<file path="src/rtl/addsub_sm_seq_pkg.sv">
`default_nettype none
// ============================================================================
//  Module      : addsub_sm_seq_pkg
//  Description : Shared state encoding and operation codes for the multi-cycle
//                sign-magnitude adder/subtractor.
//  Revision    : 1.0 - initial release
// ============================================================================
package addsub_sm_seq_pkg;

    // Sequencer states: operand conversion, chunked addition, result fix-up
    typedef enum logic [1:0] {
        ST_IDLE = 2'd0,
        ST_PREP = 2'd1,
        ST_ADD  = 2'd2,
        ST_FIX  = 2'd3
    } state_e;

    localparam logic C_OP_ADD = 1'b0;
    localparam logic C_OP_SUB = 1'b1;

endpackage : addsub_sm_seq_pkg
`default_nettype wire

</file>
<file path="src/rtl/addsub_sm_seq_chunk_adder.sv">
`default_nettype none
// ============================================================================
//  Module      : addsub_sm_seq_chunk_adder
//  Description : Combinational CHUNK-bit ripple-carry adder. Also exposes the
//                carry into its top bit so the caller can detect signed
//                overflow on the final chunk.
//  Revision    : 1.0 - initial release
// ============================================================================
module addsub_sm_seq_chunk_adder
    import addsub_sm_seq_pkg::*;
#(
    parameter int CHUNK = 8
) (
    input  logic             cin,
    input  logic [CHUNK-1:0] x,
    input  logic [CHUNK-1:0] y,
    output logic [CHUNK-1:0] s,
    output logic             cout,
    output logic             c_msb
);

    logic [CHUNK:0] w_c;

    assign w_c[0] = cin;

    // Full-adder cell per bit, carry rippling upward
    for (genvar i = 0; i < CHUNK; i++) begin : g_bit
        assign s[i]     = x[i] ^ y[i] ^ w_c[i];
        assign w_c[i+1] = (x[i] & y[i]) | (w_c[i] & (x[i] ^ y[i]));
    end

    assign cout  = w_c[CHUNK];
    assign c_msb = w_c[CHUNK-1];

endmodule : addsub_sm_seq_chunk_adder
`default_nettype wire

</file>
<file path="src/rtl/addsub_sm_seq.sv">
`default_nettype none
// ============================================================================
//  Module      : addsub_sm_seq
//  Description : Multi-cycle sign-magnitude adder/subtractor. Operands are
//                converted to two's complement, summed CHUNK bits per cycle,
//                then converted back with saturation on overflow.
//  Revision    : 1.0 - initial release
// ============================================================================
module addsub_sm_seq
    import addsub_sm_seq_pkg::*;
#(
    parameter int WIDTH = 32,
    parameter int CHUNK = 8
) (
    input  logic             clk,
    input  logic             rst,
    input  logic             start,
    input  logic             op,
    input  logic [WIDTH-1:0] a,
    input  logic [WIDTH-1:0] b,
    output logic             busy,
    output logic             done,
    output logic [WIDTH-1:0] result,
    output logic             neg,
    output logic             zero,
    output logic             ovf
);

    localparam int N  = WIDTH / CHUNK;
    localparam int CW = $clog2(N) + 1;

    if (WIDTH % CHUNK != 0) begin : g_bad_chunk
        $error("addsub_sm_seq: WIDTH must be a multiple of CHUNK");
    end

    // Sign-magnitude to two's complement; -0 maps to 0 because ~0+1 wraps
    function automatic logic [WIDTH-1:0] to_tc(input logic [WIDTH-1:0] sm);
        logic [WIDTH-1:0] m;
        m = {1'b0, sm[WIDTH-2:0]};
        return sm[WIDTH-1] ? (~m + WIDTH'(1)) : m;
    endfunction

    state_e           state_q, state_d;
    logic [CW-1:0]    cnt_q, cnt_d;
    logic             op_q, op_d;
    logic [WIDTH-1:0] opa_q, opa_d;
    logic [WIDTH-1:0] opb_q, opb_d;
    logic [WIDTH-1:0] sum_q, sum_d;
    logic             sa_q, sa_d;
    logic             carry_q, carry_d;
    logic             cin_msb_q, cin_msb_d;
    logic             cout_msb_q, cout_msb_d;
    logic [WIDTH-1:0] result_q, result_d;
    logic             neg_q, neg_d;
    logic             zero_q, zero_d;
    logic             ovf_q, ovf_d;
    logic             done_q, done_d;

    logic [WIDTH-1:0] w_b_sm;
    logic [WIDTH-1:0] w_ta_tc;
    logic [WIDTH-1:0] w_tb_tc;
    logic [CHUNK-1:0] w_s;
    logic             w_cout;
    logic             w_c_msb;
    logic             w_ovf_tc;
    logic             w_sign;
    logic [WIDTH-2:0] w_mag;
    logic             w_min;
    logic             w_ovf;

    // Subtraction is addition with B's sign flipped
    assign w_b_sm  = {opb_q[WIDTH-1] ^ (op_q == C_OP_SUB), opb_q[WIDTH-2:0]};
    assign w_ta_tc = to_tc(opa_q);
    assign w_tb_tc = to_tc(w_b_sm);

    addsub_sm_seq_chunk_adder #(
        .CHUNK (CHUNK)
    ) u_chunk_adder (
        .cin   (carry_q),
        .x     (opa_q[CHUNK-1:0]),
        .y     (opb_q[CHUNK-1:0]),
        .s     (w_s),
        .cout  (w_cout),
        .c_msb (w_c_msb)
    );

    // Conversion back to sign-magnitude; the most negative sum has no
    // magnitude representation and is treated as overflow too
    assign w_ovf_tc = cin_msb_q ^ cout_msb_q;
    assign w_sign   = w_ovf_tc ? sa_q : sum_q[WIDTH-1];
    assign w_mag    = w_sign ? (~sum_q[WIDTH-2:0] + (WIDTH-1)'(1)) : sum_q[WIDTH-2:0];
    assign w_min    = !w_ovf_tc && (sum_q == {1'b1, {(WIDTH-1){1'b0}}});
    assign w_ovf    = w_ovf_tc | w_min;

    // Next-state and datapath: operands and sum shift right one chunk per ADD cycle
    always_comb begin
        state_d    = state_q;
        cnt_d      = cnt_q;
        op_d       = op_q;
        opa_d      = opa_q;
        opb_d      = opb_q;
        sum_d      = sum_q;
        sa_d       = sa_q;
        carry_d    = carry_q;
        cin_msb_d  = cin_msb_q;
        cout_msb_d = cout_msb_q;
        result_d   = result_q;
        neg_d      = neg_q;
        zero_d     = zero_q;
        ovf_d      = ovf_q;
        done_d     = 1'b0;
        case (state_q)
            ST_IDLE: begin
                if (start) begin
                    opa_d   = a;
                    opb_d   = b;
                    op_d    = op;
                    state_d = ST_PREP;
                end
            end
            ST_PREP: begin
                opa_d   = w_ta_tc;
                opb_d   = w_tb_tc;
                sa_d    = w_ta_tc[WIDTH-1];
                carry_d = 1'b0;
                cnt_d   = '0;
                state_d = ST_ADD;
            end
            ST_ADD: begin
                opa_d   = opa_q >> CHUNK;
                opb_d   = opb_q >> CHUNK;
                sum_d   = (sum_q >> CHUNK) | (WIDTH'(w_s) << (WIDTH - CHUNK));
                carry_d = w_cout;
                cnt_d   = cnt_q + CW'(1);
                if (cnt_q == CW'(N - 1)) begin
                    cin_msb_d  = w_c_msb;
                    cout_msb_d = w_cout;
                    cnt_d      = '0;
                    state_d    = ST_FIX;
                end
            end
            ST_FIX: begin
                done_d  = 1'b1;
                ovf_d   = w_ovf;
                neg_d   = w_sign;
                zero_d  = 1'b0;
                state_d = ST_IDLE;
                if (w_ovf) begin
                    result_d = {w_sign, {(WIDTH-1){1'b1}}};
                end else if (w_mag == '0) begin
                    result_d = '0;
                    neg_d    = 1'b0;
                    zero_d   = 1'b1;
                end else begin
                    result_d = {w_sign, w_mag};
                end
            end
            default: state_d = ST_IDLE;
        endcase
    end

    // State and datapath registers with synchronous reset
    always_ff @(posedge clk) begin
        if (rst) begin
            state_q    <= ST_IDLE;
            cnt_q      <= '0;
            op_q       <= 1'b0;
            opa_q      <= '0;
            opb_q      <= '0;
            sum_q      <= '0;
            sa_q       <= 1'b0;
            carry_q    <= 1'b0;
            cin_msb_q  <= 1'b0;
            cout_msb_q <= 1'b0;
            result_q   <= '0;
            neg_q      <= 1'b0;
            zero_q     <= 1'b0;
            ovf_q      <= 1'b0;
            done_q     <= 1'b0;
        end else begin
            state_q    <= state_d;
            cnt_q      <= cnt_d;
            op_q       <= op_d;
            opa_q      <= opa_d;
            opb_q      <= opb_d;
            sum_q      <= sum_d;
            sa_q       <= sa_d;
            carry_q    <= carry_d;
            cin_msb_q  <= cin_msb_d;
            cout_msb_q <= cout_msb_d;
            result_q   <= result_d;
            neg_q      <= neg_d;
            zero_q     <= zero_d;
            ovf_q      <= ovf_d;
            done_q     <= done_d;
        end
    end

    assign busy   = (state_q != ST_IDLE);
    assign done   = done_q;
    assign result = result_q;
    assign neg    = neg_q;
    assign zero   = zero_q;
    assign ovf    = ovf_q;

endmodule : addsub_sm_seq
`default_nettype wire

</file>
<file path="config.mk">
export PLATFORM = sky130hd
export DESIGN_NAME = addsub_sm_seq
export DESIGN_NICKNAME = d
export VERILOG_FILES = /design/src/rtl/addsub_sm_seq_pkg.sv /design/src/rtl/addsub_sm_seq_chunk_adder.sv /design/src/rtl/addsub_sm_seq.sv
export SDC_FILE = /design/constraint.sdc
export NUM_CORES = 1
export LEC_CHECK = 0
export ABC_AREA = 1
export ABC_CLOCK_PERIOD_IN_PS = 10200
export CORE_MARGIN = 1
export CORE_UTILIZATION = 35
export CTS_CLUSTER_SIZE = 12
export DETAILED_ROUTE_END_ITERATION = 8
export HOLD_SLACK_MARGIN = 0.1
export PLACE_DENSITY_LB_ADDON = 0.05
export SYNTH_ARGS = -nofsm -noshare
export SYNTH_HDL_FRONTEND = slang
export SYNTH_SLANG_ARGS = --single-unit
</file>
<file path="constraint.sdc">
create_clock -name clk -period 10.2 [get_ports clk]
set_input_delay 2.04 -clock clk [delete_from_list [all_inputs] [get_ports clk]]
set_output_delay 2.04 -clock clk [all_outputs]
set_load 0.01 [all_outputs]
</file>
==> reports/metrics.cfg, run 1 <==
[yosys]
synthAdderAreaFrac = 0.0318
synth_cell_types = 47
syn_nets = 1373
synthXorXnorAreaFrac = 0.0152
ys_ff_latch = 141
yosysWarnings = 0
ys.flop_type = dfxtp_1
ys_seq_area_frac = 0.329
synth.cell_area_sq_um = 8580
synth_top_family_by_area = simple AND/OR/NAND/NOR gates
synth_compound_area_frac = 0.240
synth_edf_count = 0
syn-instance-count = 1288
async_flop_share = 0
synthMuxAreaShare = 0
synthSimpleGateAreaFrac = 0.295
syn_area_per_cell_sq_um = 6.66

[pwr]
vdd_drop_max_v = 0.000202
pwr_density_cell_nw_per_um2 = 343
p_leak_nw = 4.11

[worst_hold_path]
min_from = cnt_q[2]
hp-class = flop to flop

[route]
wl_per_cell_um = 16.6
via_count = 8841
final_antenna_net_count = 0
routed_wl_um = 28000
drc = 0
firstDrtPassIters = 5
drtIter0Drc = 482
viasPerCell = 5.23

[global_route]
grt_max_degree = 88
track_usage = 0.228
overflow = 0
grt_pass1_vias = 8424
grt_antenna_before_repair = 0
grt_pass1_wl_um = 44300

[setup_path]
critPathLaunchType = input pin
cp_num_buf_inv = 3
critPathArrivalTime_ps = 4960
path_class = input pin to flop
crit_chain = clkdlybuf4s50_1 -> nor2_1 -> nor2_1 -> inv_1 -> a21oi_2 -> inv_2 -> a221oi_1 -> a221oi_1
cp.required_ps = 10470
max_stage_delay_ps = 850
slowest_stage = a21oi_2
critPathLaunch = start
cp_max_fo = 36
end_kind = flop
r2r-start = opa_q[0]
crit_family = compound AO/OA/AOI/OAI gates

[finish]
diodes = 0
multi_input_area_sq_um = 4990
drive_gt1_frac = 0.0759
fin_area_sq_um = 10400
fin_nets = 1443
final.fill_count = 2509
syn2layout_area_growth_pct = 21.6
register_area_sq_um = 2820

[timing]
finalCritPeriodShare = 0.460
setup_violations = 0
slew_violations = 0
setup_ws_ps = 5510
fin_hold_ws_ps = 453
min_period_ps = 4690
hold_viol_final = 0
maxSlewHeadroom = 0.213
fmax_ghz = 0.213
finalClockSkew_ps = 12.2
finalSetupTns_ps = 0
tightest_slew_ps = 1180
rsz0062_at_grt = no

[placement]
routabilityCongestion = 0.894
place_ws_ps = 5060
place_area_sq_um = 9830
dp_hpwl_um = 20100
io_buffers = 104

[floorplan]
start_util = 0.361
io_pins = 105
die-area_sq_um = 25100
rows = 56
die_h_um = 159
core_region_area_sq_um = 23800
die_w_um = 159

[clocking]
cts.root.buffer_cell = clkbuf_16
postCtsSetupBuffers = 0
clk_pin_slew_ps = 70
numCtsBuffers = 17
tritoncts = done
clkLatencyLatePin_ps = 430
cts_resized = 0
clock_path_buffers = 2
cts_hold_buf = 0
cts.sinks = 141
cts_max_level = 4

[run]
max_cap_viol_count = 0

[outcome]
status = completed

[worst reg2reg max path, delay by kind of cell, from the launching register on]
kind	cells	cell delay, ps
flip-flops	1	370
adder cells (fa/ha/maj)	8	2730
AO/OA/AOI/OAI	2	240
buffers and inverters	4	250
[cells in the mapped netlist, types with 3 or more instances]
master / instances / area [sq um]
nand3_2: 6 / 60.1
nand2_1: 284 / 1070
inv_2: 8 / 30.0
nor2_1: 107 / 402
ha_1: 9 / 113
nand3b_1: 4 / 30.0
nand3_1: 92 / 460
buf_1: 3 / 11.3
or2_2: 3 / 18.8
nor4_1: 4 / 25.0
nor2_2: 14 / 87.6
nor3_2: 4 / 40.0
dfxtp_1: 141 / 2820
o211ai_1: 16 / 120
o31ai_1: 4 / 30.0
inv_1: 124 / 465
a21oi_1: 126 / 631
nor3_1: 13 / 65.1
a31oi_1: 6 / 37.5
nor2_4: 4 / 45.0
buf_2: 9 / 45.0
o21ai_0: 131 / 656
xor2_1: 12 / 105
clkbuf_1: 48 / 180
a221oi_1: 38 / 333
nand4_1: 16 / 100
a41oi_1: 17 / 149
fa_1: 8 / 160
nand2_2: 12 / 75.1
[power by group]
group	internal (mW)	switching (mW)	total [mW]
combinational	0.628	1.30	1.93
clock	0.351	0.291	0.642
sequential	0.741	0.262	1.00
[sequential cells by signal, summed over array words and instances, names as in the netlist, 2 cells and up]
register	flops
cnt_q	3
opa_q	32
opb_q	32
result	32
state_q	2
sum_q	32
[layout make-up]
| cell class | instances | area share |
|---|---|---|
| inverter | 134 | 0.0482 |
| sequential | 141 | 0.271 |
| clock inverter | 15 | 0.0169 |
| tap | 319 | 0.0383 |
| timing repair buffer | 114 | 0.107 |
| clock buffer | 17 | 0.0408 |
| multi-input combinational | 950 | 0.479 |
[cells by family after synthesis]
group | Yosys count
AND/OR/NAND/NOR | 569
AO/OA/AOI/OAI | 350
buffers and inverters | 197
flip-flops | 141
adder cells (fa/ha/maj) | 17
XOR/XNOR | 14
[cells in the final DEF, fill, tap and decap left out, types with 8 or more instances in the layout]
cell	count
clkdlybuf4s50_1	103
nor2_2	14
a41oi_1	17
o211ai_1	16
ha_1	9
nand4_1	16
xor2_1	12
nor3_1	13
o21ai_0	130
inv_2	9
nand2_2	12
nand2_1	284
nor2_1	107
nand3_1	92
dfxtp_1	141
clkbuf_16	17
inv_1	123
buf_4	10
a21oi_1	126
fa_1	8
a221oi_1	38
[worst paths after layout]
check	slack, ps	cells after the start	end
setup / recovery	5510	8	opa_q[5]
setup reg to reg	6490	14	sum_q[31]
hold / removal	450	2	cnt_q[2]
hold reg to reg	450	2	cnt_q[2]
[layer usage]
| metal | track usage | up-vias | part of all wire | routed length, um |
|---|---|---|---|---|
| met5 | 0 | - | 0 | 0 |
| met4 | 0.0751 | 0 | 0.022 | 628 |
| met3 | 0.0340 | 34 | 0.033 | 922 |
| met2 | 0.408 | 191 | 0.50 | 13900 |
| met1 | 0.278 | 4084 | 0.45 | 12500 |
| li1 | - | 4532 | - | - |
[per-stage QoR]
stage / instances / power [mW] / util
final: 1690 / 3.58 / 0.439
after floorplan: 1288 / 2.38 / -
after global placement: 1658 / 2.94 / 0.414
after CTS: 1690 / 3.60 / 0.439
after detailed placement: 1658 / 2.94 / 0.414
after global routing: 1690 / 3.90 / 0.439
No activity file was read; power rests on OpenSTA's default activity.
==> run 2: changes to the inputs <==
- ABC_CLOCK_PERIOD_IN_PS: 10200 -> 4070
- clock period: 10.2 -> 4.07 ns (I/O delays scaled with it)
==> reports/metrics.cfg, run 2 (synthesis gave the netlist of run 1 again) <==
[outcome]
status = completed

[setup_path]
r2r-end = sum_q[31]
path_class = flop to flop
critPathLaunch = opa_q[0]
path_depth = 14
rrSetupSlack_ps = 450
crit_family = adder cells
critPathLaunchType = flop
end_kind = flop
crit_chain = fa_1 -> inv_1 -> fa_1 -> inv_1 -> fa_1 -> fa_1 -> fa_1 -> fa_1 -> inv_1 -> fa_1 -> inv_1 -> fa_1 -> o21ai_0 -> a21oi_1
critPathArrivalTime_ps = 3920
cp_num_buf_inv = 4
r2r-start = opa_q[0]
reg2reg_depth = 14
cp_common_cell = fa_1
cp.required_ps = 4380
cp_max_fo = 4
max_stage_delay_ps = 420
endpoint = sum_q[31]
slowest_stage = fa_1

[clocking]
clock_path_buffers = 2
tritoncts = done
postCtsSetupBuffers = 0
clkLatencyLatePin_ps = 440
cts_max_level = 4
clk_pin_slew_ps = 70
cts.root.buffer_cell = clkbuf_16
cts_resized = 0
numCtsBuffers = 17
cts_hold_buf = 0
cts.sinks = 141

[global_route]
track_usage = 0.235
grt_pass1_wl_um = 45400
grt_pass1_vias = 8562
overflow = 0
grt_max_degree = 56
grt_antenna_before_repair = 0

[floorplan]
die_w_um = 159
die-area_sq_um = 25100
rows = 56
io_pins = 105
die_h_um = 159
core_region_area_sq_um = 23800
start_util = 0.361

[route]
viasPerCell = 5.30
wl_per_cell_um = 16.8
routed_wl_um = 28400
drc = 0
final_antenna_net_count = 0
firstDrtPassIters = 5
drtIter0Drc = 535
via_count = 8993

[finish]
register_area_sq_um = 2820
multi_input_area_sq_um = 4990
drive_gt1_frac = 0.0799
fin_area_sq_um = 10500
layout.cells.non_filler = 1696
final.fill_count = 2522
fin_nets = 1449
diodes = 0
final_util = 0.441
syn2layout_area_growth_pct = 22.0
final_common_cell = nand2_1
final_cell_mix = nand2_1 (284), dfxtp_1 (141), o21ai_0 (130)

[pwr]
design_power_total_mw = 9.02
pwr_density_cell_nw_per_um2 = 861
p_leak_nw = 4.13
vdd_drop_max_v = 0.000261

[timing]
fin_hold_ws_ps = 452
rsz0062_at_grt = no
setup_ws_ps = 452
finalClockSkew_ps = 23.6
min_period_ps = 3620
hold_viol_final = 0
finalSetupTns_ps = 0
setup_violations = 0
slew_violations = 0
fmax_ghz = 0.276
maxSlewHeadroom = 0.306
finalCritPeriodShare = 0.889
tightest_slew_ps = 1040

[placement]
io_buffers = 104
dp_hpwl_um = 20900
routabilityCongestion = 0.893
place_area_sq_um = 9870
place_inst = 1664
place_ws_ps = 460

[run]
max_cap_viol_count = 0

[worst_hold_path]
hp-class = flop to flop
min_from = cnt_q[2]

==> run 2: worst min-delay path by stage <==
stage | slack [ps] | depth (start not counted) | to
2_1_floorplan | 430 | 2 | cnt_q[2]
3_3_place_gp | 440 | 2 | cnt_q[2]
3_5_place_dp | 440 | 2 | cnt_q[2]
4_1_cts | 450 | 2 | cnt_q[2]
5_1_grt | 480 | 2 | result[3]
6_report | 450 | 2 | cnt_q[2]
==> run 2: routing by layer <==
layer | vias up | share of wire | track usage | wire length (um)
li1 | 4549 | - | - | -
met1 | 4172 | 0.45 | 0.286 | 12700
met2 | 223 | 0.49 | 0.411 | 13900
met3 | 49 | 0.031 | 0.0343 | 886
met4 | 0 | 0.032 | 0.0957 | 916
met5 | - | 0 | 0 | 0
==> run 2: area by class of cell <==
cell class	count	share of cell area
timing repair buffer	120	0.110
tap	319	0.0381
clock inverter	15	0.0164
clock buffer	17	0.0406
inverter	134	0.0480
multi-input combinational	950	0.477
sequential	141	0.270
==> run 2: tightest hold or removal path, cell delays in order (launching register included) <==
cell and delay [ps]:
dfxtp_1 310, o21ai_0 70, nor2_1 40
==> run 2: report_power, final <==
part | total, mW | switching, mW | internal [mW] | leakage (nW)
clock network | 1.57 | 0.748 | 0.827 | 0.285
logic | 4.94 | 3.33 | 1.61 | 2.69
registers | 2.50 | 0.641 | 1.86 | 1.16
==> run 3: changes to the inputs <==
- ABC_CLOCK_PERIOD_IN_PS: 4070 -> default
- SLEW_MARGIN: default -> 20
==> results of run 3 <==
The final DEF is identical to that of run 2; final timing and power are the same.
